--- src/rtl/tt_mux_sel_ctrl.sv ---
// Break-before-make sequencer for the mux spine select/enable lines and user reset.
// Optional TT_MUX_SEL_CTRL_RST_EN compiles in the post-enable user-reset hold phase.
module tt_mux_sel_ctrl #(
    parameter int unsigned GUARD_CYC  = 2,
    parameter int unsigned SETTLE_CYC = 4,
    parameter int unsigned RST_CYC    = 8,
    parameter int unsigned CNT_W      = 4
) (
    input  logic        clk,
    input  logic        rst_n,
    input  logic        req_valid,
    output logic        req_ready,
    input  logic [9:0]  req_addr,
    input  logic        req_ena,
    output logic [9:0]  spine_sel,
    output logic        spine_ena,
    output logic        um_rst_n,
    output logic        busy,
    output logic        done
);

    localparam int unsigned SEL_W = 10;

    typedef enum logic [2:0] {
        IDLE    = 3'd0,
        ACTIVE  = 3'd1,
        DISABLE = 3'd2,
`ifdef TT_MUX_SEL_CTRL_RST_EN
        SETTLE  = 3'd3,
        RESET   = 3'd4
`else
        SETTLE  = 3'd3
`endif
    } state_t;

    localparam logic [CNT_W-1:0] GUARD_LOAD  = CNT_W'(GUARD_CYC - 1);
    localparam logic [CNT_W-1:0] SETTLE_LOAD = CNT_W'(SETTLE_CYC - 1);
`ifdef TT_MUX_SEL_CTRL_RST_EN
    localparam logic [CNT_W-1:0] RST_LOAD    = CNT_W'(RST_CYC - 1);
`else
    // RST_CYC has no effect without the reset phase.
    logic unused_rst_cyc;
    assign unused_rst_cyc = ^32'(RST_CYC);
`endif

    state_t             state;
    logic [CNT_W-1:0]   cnt;
    logic [SEL_W-1:0]   addr_q;
    logic               ena_q;

    // Ready is a pure state decode so the handshake never sees the request inputs.
    assign req_ready = (state == IDLE) || (state == ACTIVE);
    assign busy      = !req_ready;

    always_ff @(posedge clk) begin
        if (!rst_n) begin
            state     <= IDLE;
            cnt       <= '0;
            addr_q    <= '0;
            ena_q     <= 1'b0;
            spine_sel <= '0;
            spine_ena <= 1'b0;
            um_rst_n  <= 1'b0;
            done      <= 1'b0;
        end else begin
            done <= 1'b0;
            case (state)
                IDLE, ACTIVE: begin
                    if (req_valid) begin
                        addr_q    <= req_addr;
                        ena_q     <= req_ena;
                        spine_ena <= 1'b0;
                        um_rst_n  <= 1'b0;
                        cnt       <= GUARD_LOAD;
                        state     <= DISABLE;
                    end
                end
                DISABLE: begin
                    if (cnt == '0) begin
                        spine_sel <= addr_q;
                        cnt       <= SETTLE_LOAD;
                        state     <= SETTLE;
                    end else begin
                        cnt <= cnt - CNT_W'(1);
                    end
                end
                SETTLE: begin
                    if (cnt == '0) begin
                        if (!ena_q) begin
                            done  <= 1'b1;
                            state <= IDLE;
                        end else begin
                            spine_ena <= 1'b1;
`ifdef TT_MUX_SEL_CTRL_RST_EN
                            cnt       <= RST_LOAD;
                            state     <= RESET;
`else
                            um_rst_n  <= 1'b1;
                            done      <= 1'b1;
                            state     <= ACTIVE;
`endif
                        end
                    end else begin
                        cnt <= cnt - CNT_W'(1);
                    end
                end
`ifdef TT_MUX_SEL_CTRL_RST_EN
                RESET: begin
                    if (cnt == '0) begin
                        um_rst_n <= 1'b1;
                        done     <= 1'b1;
                        state    <= ACTIVE;
                    end else begin
                        cnt <= cnt - CNT_W'(1);
                    end
                end
`endif
                default: state <= IDLE;
            endcase
        end
    end

endmodule

--- config.mk ---
export PLATFORM = sky130hd
export DESIGN_NAME = tt_mux_sel_ctrl
export DESIGN_NICKNAME = d
export VERILOG_FILES = /design/src/rtl/tt_mux_sel_ctrl.sv
export SDC_FILE = /design/constraint.sdc
export NUM_CORES = 1
export LEC_CHECK = 0
export ABC_AREA = 1
export BUFFER_PORTS_ARGS = -buffer_cell sky130_fd_sc_hd__buf_2
export CAP_MARGIN = 15
export CORE_ASPECT_RATIO = 0.6
export CORE_MARGIN = 2
export CORE_UTILIZATION = 50
export DETAILED_ROUTE_END_ITERATION = 16
export PLACE_DENSITY = 0.86
export SYNTH_ARGS = -nofsm -noshare
export SYNTH_HDL_FRONTEND = slang
export SYNTH_SLANG_ARGS = --single-unit
--- constraint.sdc ---
create_clock -name clk -period 1.9 [get_ports clk]
set_input_delay 0.19 -clock clk [delete_from_list [all_inputs] [get_ports clk]]
set_output_delay 0.19 -clock clk [all_outputs]
set_load 0.01 [all_outputs]
# Yosys cells after proc, flatten, opt, wreduce, memory -nomap -nowiden
# Index checks and enable logic that the tools add are counted.
# classes
addsub,1
n_eq_ne,8
muxes,14
reduce_logical,13
# op_table
operator,n
$mux W4,3
$pmux W4 S3,1
$ne A2 B2 Y1 const B,5
$mux W3,3
$pmux W3 S3,1
$eq A3 B2 Y1 const B,2
$reduce_and A2 Y1,3
$reduce_and A3 Y1,2
$mux W1,5
$logic_not A4 Y1,1
$reduce_and A4 Y1,1
$sub A4 B1 Y4 const B,1
$eq A3 B1 Y1 const B,1
$logic_not A3 Y1,1
$reduce_bool A3 Y1,1
$pmux W1 S2,1
$reduce_bool A2 Y1,1
$reduce_or A2 Y1,1
$logic_not A1 Y1,1
$logic_or A1 B1 Y1,1
# totals
reg_bits,30
inputBits,14
out_inout_bits,15
wordCells,43

# Depth between registers and ports, before layout
# Gate-level depths: netlist of the first run.
# logic_depth
depth_word,4
ltp_mapped,7
depth_no_buf,7

# Worst setup path before layout of the first run
# OpenSTA, ideal clock, no wires.
# synth_path
kind,reg-to-reg
startpoint,register cnt[0]
endpoint,register spine_sel[0]
setup_ns,0.113
arrival_time_ns,1.034
t_required_ns,1.787
path_slack_ns,0.753
stages_incl_launch_ff,7
n_path_buf,1
synth_period_minus_slack_ns,1.147
path_cell_list,dfxtp_1 > inv_1 > ha_1 > nand3_4 > buf_6 > o21ai_1 > nor2_1
# synth_between
elab_chain_len,2
# synth_rtl
element,line_no,rtl
from (decl),47,logic [CNT_W-1:0] cnt;
from (signal assigned),84,cnt <= cnt - CNT_W'(1);
from (signal assigned),104,cnt <= cnt - CNT_W'(1);
$logic_not A4 Y1,79,if (cnt == '0) begin
$reduce_and A2 Y1 (no source line),--,
to (signal assigned),80,spine_sel <= addr_q;
to (decl),15,"output logic [9:0] spine_sel,"
# Every way passes these cells.
# A chain may end at the register's enable or synchronous reset.

# Worst setup path after layout of the first run
# layout_path
startpoint,register cnt[0]
endpoint,register spine_sel[7]
# Same word-level chain as after synthesis.

==> results of run 1 <==
[worst max-delay path: cells and delay by family, from the launching register on]
family                   cells  cell delay, ns
AND/OR/NAND/NOR              3            0.37
flip-flops                   1            0.32
adder cells (fa/ha/maj)      1            0.27
buffers and inverters        2            0.31
[cell type report]
cell class	instances	area [um2]	area share (%)
Clock buffer	8	80.1	5.70
Timing Repair Buffer	29	148	10.5
Inverter	11	41.3	2.94
Multi-Input combinational cell	108	518	36.9
Sequential cell	29	581	41.3
Tap cell	30	37.5	2.67
[metal layers]
metal  vias to the layer above  global-route usage (%)  share of wire (%)
met2                        40                    32.0                 42
li1                        552                       -                  -
met3                         4                    8.13                6.7
met5                         -                       0                  0
met1                       502                    30.8                 50
met4                         0                    10.2                1.2
[registers in the layout (all words and copies together), names as in the netlist]
| name | count |
|---|---|
| spine_sel | 10 |
| ena_q | 1 |
| done | 1 |
| state | 2 |
| addr_q | 10 |
| um_rst_n | 1 |
| cnt | 4 |
[cells in the mapped netlist, types with 2 or more instances]
master | n | area [um2]
nand2_1 | 14 | 52.6
nand3_1 | 8 | 40.0
clkbuf_1 | 2 | 7.51
a21oi_1 | 6 | 30.0
o21ai_0 | 13 | 65.1
nand4_1 | 2 | 12.5
nor2_1 | 47 | 176
buf_4 | 3 | 22.5
inv_2 | 2 | 7.51
inv_1 | 8 | 30.0
o21ai_1 | 9 | 45.0
dfxtp_1 | 29 | 581
ha_1 | 2 | 25.0
[final timing paths]
| path | start | cells after the start | to | slack, ns |
|---|---|---|---|---|
| max | cnt[0]$_SDFFE_PN0P_ | 6 | spine_sel[7]$_SDFFE_PN0P_ | 0.56 |
| min | req_addr[1] | 3 | addr_q[1]$_SDFFE_PN0P_ | 0.16 |
| max reg2reg | cnt[0]$_SDFFE_PN0P_ | 6 | spine_sel[7]$_SDFFE_PN0P_ | 0.56 |
| min reg2reg | um_rst_n$_SDFFE_PN0P_ | 2 | um_rst_n$_SDFFE_PN0P_ | 0.48 |
[cells by family (layout without fill, tap and decap cells)]
logic type | after synthesis | count (layout) | share of synthesized area [%]
adder cells (fa/ha/maj) | 2 | 2 | 2.10
buffers and inverters | 18 | 48 | 7.68
flip-flops | 29 | 29 | 48.8
AND/OR/NAND/NOR | 77 | 77 | 28.9
AO/OA/AOI/OAI | 29 | 29 | 12.5
[stage by stage]
step	hold slack, ns	instance area [um2]	total power, mW	std cells	worst slack (ns)
global placement	0.436	1330	0.923	207	0.702
floorplan	0.326	1190	0.868	155	0.753
CTS	0.161	1410	1.41	215	0.568
global route	0.173	1410	1.48	215	0.446
detailed placement	0.450	1330	0.940	207	0.585
finish	0.163	1410	1.41	215	0.556
[power by group]
| part | switching, mW | internal (mW) | total [mW] | leakage (nW) |
|---|---|---|---|---|
| Clock | 0.216 | 0.259 | 0.476 | 0.0395 |
| Combinational | 0.147 | 0.0887 | 0.236 | 0.377 |
| Sequential | 0.0343 | 0.660 | 0.695 | 0.239 |
| Total | 0.398 | 1.01 | 1.41 | 0.655 |
==> impl_metrics.json, run 1 <==
{
  "status": "finished clean",
  "synth.net_count": 171,
  "drt-total-wl_um": 2820,
  "ctsHoldBuffers": 0,
  "finish.utilization_pct": 63.5,
  "io_pins": 29,
  "coreArea_um2": 2210,
  "grt_pass1_wl_um": 4480,
  "synth_cells": 155,
  "clockRootBuffer": "clkbuf_8",
  "synth_edf_count": 0,
  "final-setup-viol-count": 0,
  "cp-start-kind": "flip-flop",
  "numPortBuffers": 28,
  "final_cell_mix": "nor2_1 (47), dfxtp_1 (29), buf_2 (28)",
  "synth_seq_cells": 29,
  "grt_max_degree": 26,
  "die_area_um2": 2800,
  "vias": 1098,
  "ys_types": 23,
  "cts_max_level": 2,
  "vdd_ir_drop_max_mv": 0.538,
  "synthesis.area_um2": 1190,
  "seq_area_frac_synth_pct": 48.8,
  "fmax_ghz": 0.744,
  "fillCellCount": 204,
  "detail_route.wl_per_cell_um": 13.1,
  "avgViaCountPerCell": 5.11,
  "power_density_nw_per_um2": 1000,
  "async_flop_share_pct": 0,
  "critical_path_class": "reg -> reg",
  "rsz0062_at_grt": "no",
  "maxCapViolCount": 0,
  "cp.arrival_ns": 1.56,
  "fin_crit_sh_pct": 70.7,
  "grt_antenna_before_repair": 0,
  "dieWidth_um": 67.0,
  "grt.total_usage_pct": 22.6,
  "maxSlewHeadroom_pct": 76.2,
  "cts_buffers": 5,
  "cts.reportedPaths.clkPinSlew_ns": 0.06,
  "route.detailed.drc": 0,
  "nets": 200,
  "cts.sink_count": 29,
  "path_common_cell": "nor2_1",
  "syn_avg_cell_area_um2": 7.68,
  "hold_viol": 0,
  "drv_slew": 0,
  "drtPass1Iterations": 4,
  "post_cts_buffers": 0,
  "final_layout_size_suffix_gt1_share_pct": 22.7,
  "drt_iter0_markers": 49,
  "worst_slew_pin_slew_ns": 0.357,
  "antenna_cells": 0,
  "cpPeakStageDelay_ns": 0.32,
  "area_delta_synth_final_pct": 18.1,
  "crit_required_ns": 2.11,
  "start_util_pct": 53.8,
  "crit_slowest_cell": "dfxtp_1",
  "finalCriticalPeriod_ns": 1.34,
  "rows": 13,
  "ys.flop_type": "dfxtp_1",
  "chipHeight_um": 41.8,
  "final_antenna_net_count": 0,
  "worstSetupEndpointType": "flip-flop",
  "synth_warnings": 0,
  "final_common_cell": "nor2_1",
  "dp_hpwl_um": 2110,
  "grt_pass1_vias": 973,
  "cts_tree": "yes",
  "skew_ns": 0.00214,
  "cts_resized": 0,
  "path_cells": "inv_1 -> ha_1 -> nand3_4 -> inv_2 -> nor2_1 -> nor2_1",
  "globalRoute.totalOverflow": 0,
  "cp_max_fo": 14,
  "clkLatencyLatePin_ns": 0.28,
  "hold_class": "in -> reg",
  "final.setup.tns_ns": 0,
  "globalplace.congestion": 0.901,
  "clk_path_buf_depth": 2,
  "p_leak_nw": 0.655
}
(Power assumes the default switching activity.)
==> inputs of run 2 (changes only) <==
--- a/config.mk
+++ b/config.mk
@@ -10,9 +10,9 @@
 export CAP_MARGIN = 15
 export CORE_ASPECT_RATIO = 0.6
 export CORE_MARGIN = 2
-export CORE_UTILIZATION = 50
+export CORE_UTILIZATION = 46
 export DETAILED_ROUTE_END_ITERATION = 16
-export PLACE_DENSITY = 0.86
+export PLACE_DENSITY = 0.84
 export SYNTH_ARGS = -nofsm -noshare
 export SYNTH_HDL_FRONTEND = slang
 export SYNTH_SLANG_ARGS = --single-unit
==> constraint.sdc (replaced) <==
create_clock -name clk -period 1.2 [get_ports clk]
set_input_delay 0.12 -clock clk [delete_from_list [all_inputs] [get_ports clk]]
set_output_delay 0.12 -clock clk [all_outputs]
set_load 0.01 [all_outputs]
==> impl_metrics.json, run 2 (synthesis results as in run 1) <==
{
  "coreArea_um2": 2490,
  "instances_no_fill": 224,
  "grt_pass1_vias": 856,
  "vdd_ir_drop_max_mv": 0.817,
  "cpPeakStageDelay_ns": 0.35,
  "holdCritStartpoint": "req_addr[0]",
  "worstSetupEndpointType": "flip-flop",
  "path_cells": "nor2_4 -> nand3_2 -> o21ai_1 -> nor2_1",
  "route.detailed.drc": 0,
  "status": "finished clean",
  "grt_pass1_wl_um": 3980,
  "hold_class": "in -> reg",
  "rows": 14,
  "clkLatencyLatePin_ns": 0.28,
  "crit_slowest_cell": "dfxtp_1",
  "crit_required_ns": 1.37,
  "drt-total-wl_um": 2700,
  "critical_path.startpoint": "cnt[2]$_SDFFE_PN0P_",
  "cts_max_level": 2,
  "die_area_um2": 3020,
  "final_common_cell": "nor2_1",
  "nets": 207,
  "cp_max_fo": 7,
  "cts.reportedPaths.clkPinSlew_ns": 0.06,
  "path_buf_inv": 0,
  "clockRootBuffer": "clkbuf_8",
  "skew_ns": 0.00552,
  "final_antenna_net_count": 0,
  "p_leak_nw": 0.711,
  "cp.arrival_ns": 1.33,
  "r2r_start": "cnt[2]$_SDFFE_PN0P_",
  "grt_antenna_before_repair": 0,
  "finalCriticalPeriod_ns": 1.16,
  "vias": 1094,
  "ctsHoldBuffers": 0,
  "fmax_ghz": 0.864,
  "cts_buffers": 5,
  "area_delta_synth_final_pct": 30.6,
  "dieWidth_um": 69.7,
  "dp_hpwl_um": 1850,
  "drv_slew": 0,
  "globalRoute.totalOverflow": 0,
  "io_pins": 29,
  "grt.total_usage_pct": 17.4,
  "critical_path_class": "reg -> reg",
  "hold_viol": 0,
  "cp-start-kind": "flip-flop",
  "worst_slew_pin_slew_ns": 0.375,
  "clk_path_buf_depth": 2,
  "globalplace.congestion": 0.851,
  "antenna_cells": 0,
  "power_density_nw_per_um2": 1660,
  "cts_tree": "yes",
  "chipHeight_um": 43.4,
  "crit_family": "simple AND/OR/NAND/NOR gates",
  "largest_registers": "addr_q (10), spine_sel (10), cnt (4)",
  "final_layout_size_suffix_gt1_share_pct": 32.3,
  "final-setup-viol-count": 0,
  "finish.utilization_pct": 62.5,
  "numPortBuffers": 28,
  "avgViaCountPerCell": 4.88,
  "drtPass1Iterations": 5,
  "detail_route.wl_per_cell_um": 12.0,
  "drt_iter0_markers": 56,
  "fin_crit_sh_pct": 96.5,
  "fillCellCount": 211,
  "maxSlewHeadroom_pct": 75.0,
  "dp_cells": 213,
  "start_util_pct": 47.8,
  "cts.sink_count": 29,
  "grt_max_degree": 26,
  "final_cell_mix": "nor2_1 (47), buf_2 (28), dfxtp_1 (26)",
  "maxCapViolCount": 0
}
## run 2: through the flow
stage / setup TNS (ns) / setup slack [ns] / hold WS [ns] / area, um2 / total power, mW
after floorplan: 0 / 0.0527 / 0.256 / 1190 / 1.37
after global placement: -0.0189 / -0.00672 / 0.372 / 1360 / 1.49
after detailed placement: -0.108 / -0.0308 / 0.380 / 1360 / 1.49
after CTS: 0 / 0.0235 / 0.0928 / 1480 / 2.53
after global routing: -0.0314 / -0.0314 / 0.124 / 1550 / 2.70
final: 0 / 0.0421 / 0.0943 / 1550 / 2.57
## run 2: worst paths after layout
path                            depth (start not counted)                   endpoint  slack [ns]
worst max-delay path                                    4  spine_sel[9]$_SDFFE_PN0P_        0.04
worst min-delay path                                    3     addr_q[0]$_SDFFE_PN0P_        0.09
worst max register to register                          4  spine_sel[9]$_SDFFE_PN0P_        0.04
worst min register to register                          2      um_rst_n$_SDFFE_PN0P_        0.47
## run 2: power breakdown
| group | switching [mW] | internal (mW) |
|---|---|---|
| sequential | 0.0517 | 1.05 |
| combinational | 0.265 | 0.183 |
| clock | 0.353 | 0.676 |
| total | 0.669 | 1.91 |
## run 2: layout make-up
cell class	count	area, um2	area share (%)
Inverter	11	47.5	3.06
Sequential cell	29	584	37.6
Clock inverter	1	30.0	1.93
Multi-Input combinational cell	109	573	36.9
Clock buffer	7	86.3	5.56
Tap cell	32	40.0	2.58
Timing Repair Buffer	35	193	12.4
## run 2: layer usage
| layer | vias to the layer above | part of all wire, % | global-route usage, % |
|---|---|---|---|
| met2 | 45 | 40 | 20.8 |
| li1 | 571 | - | - |
| met1 | 476 | 52 | 27.6 |
| met4 | 0 | 0.89 | 8.08 |
| met5 | - | 0 | 0 |
| met3 | 2 | 7.5 | 5.12 |
## run 2: repair_timing
item                                    in CTS  in global routing
gates cloned                                 0                  1
gates resized for setup                      3                 18
endpoints found under the setup margin      21                 20
buffers inserted                             0                  2
pin swaps                                    0                  5
## run 2: worst register-to-register path, stage by stage, from the launching register on
cell and delay (ns):
dfxtp_1 0.35, nor2_4 0.22, nand3_2 0.21, o21ai_1 0.21
nor2_1 0.06
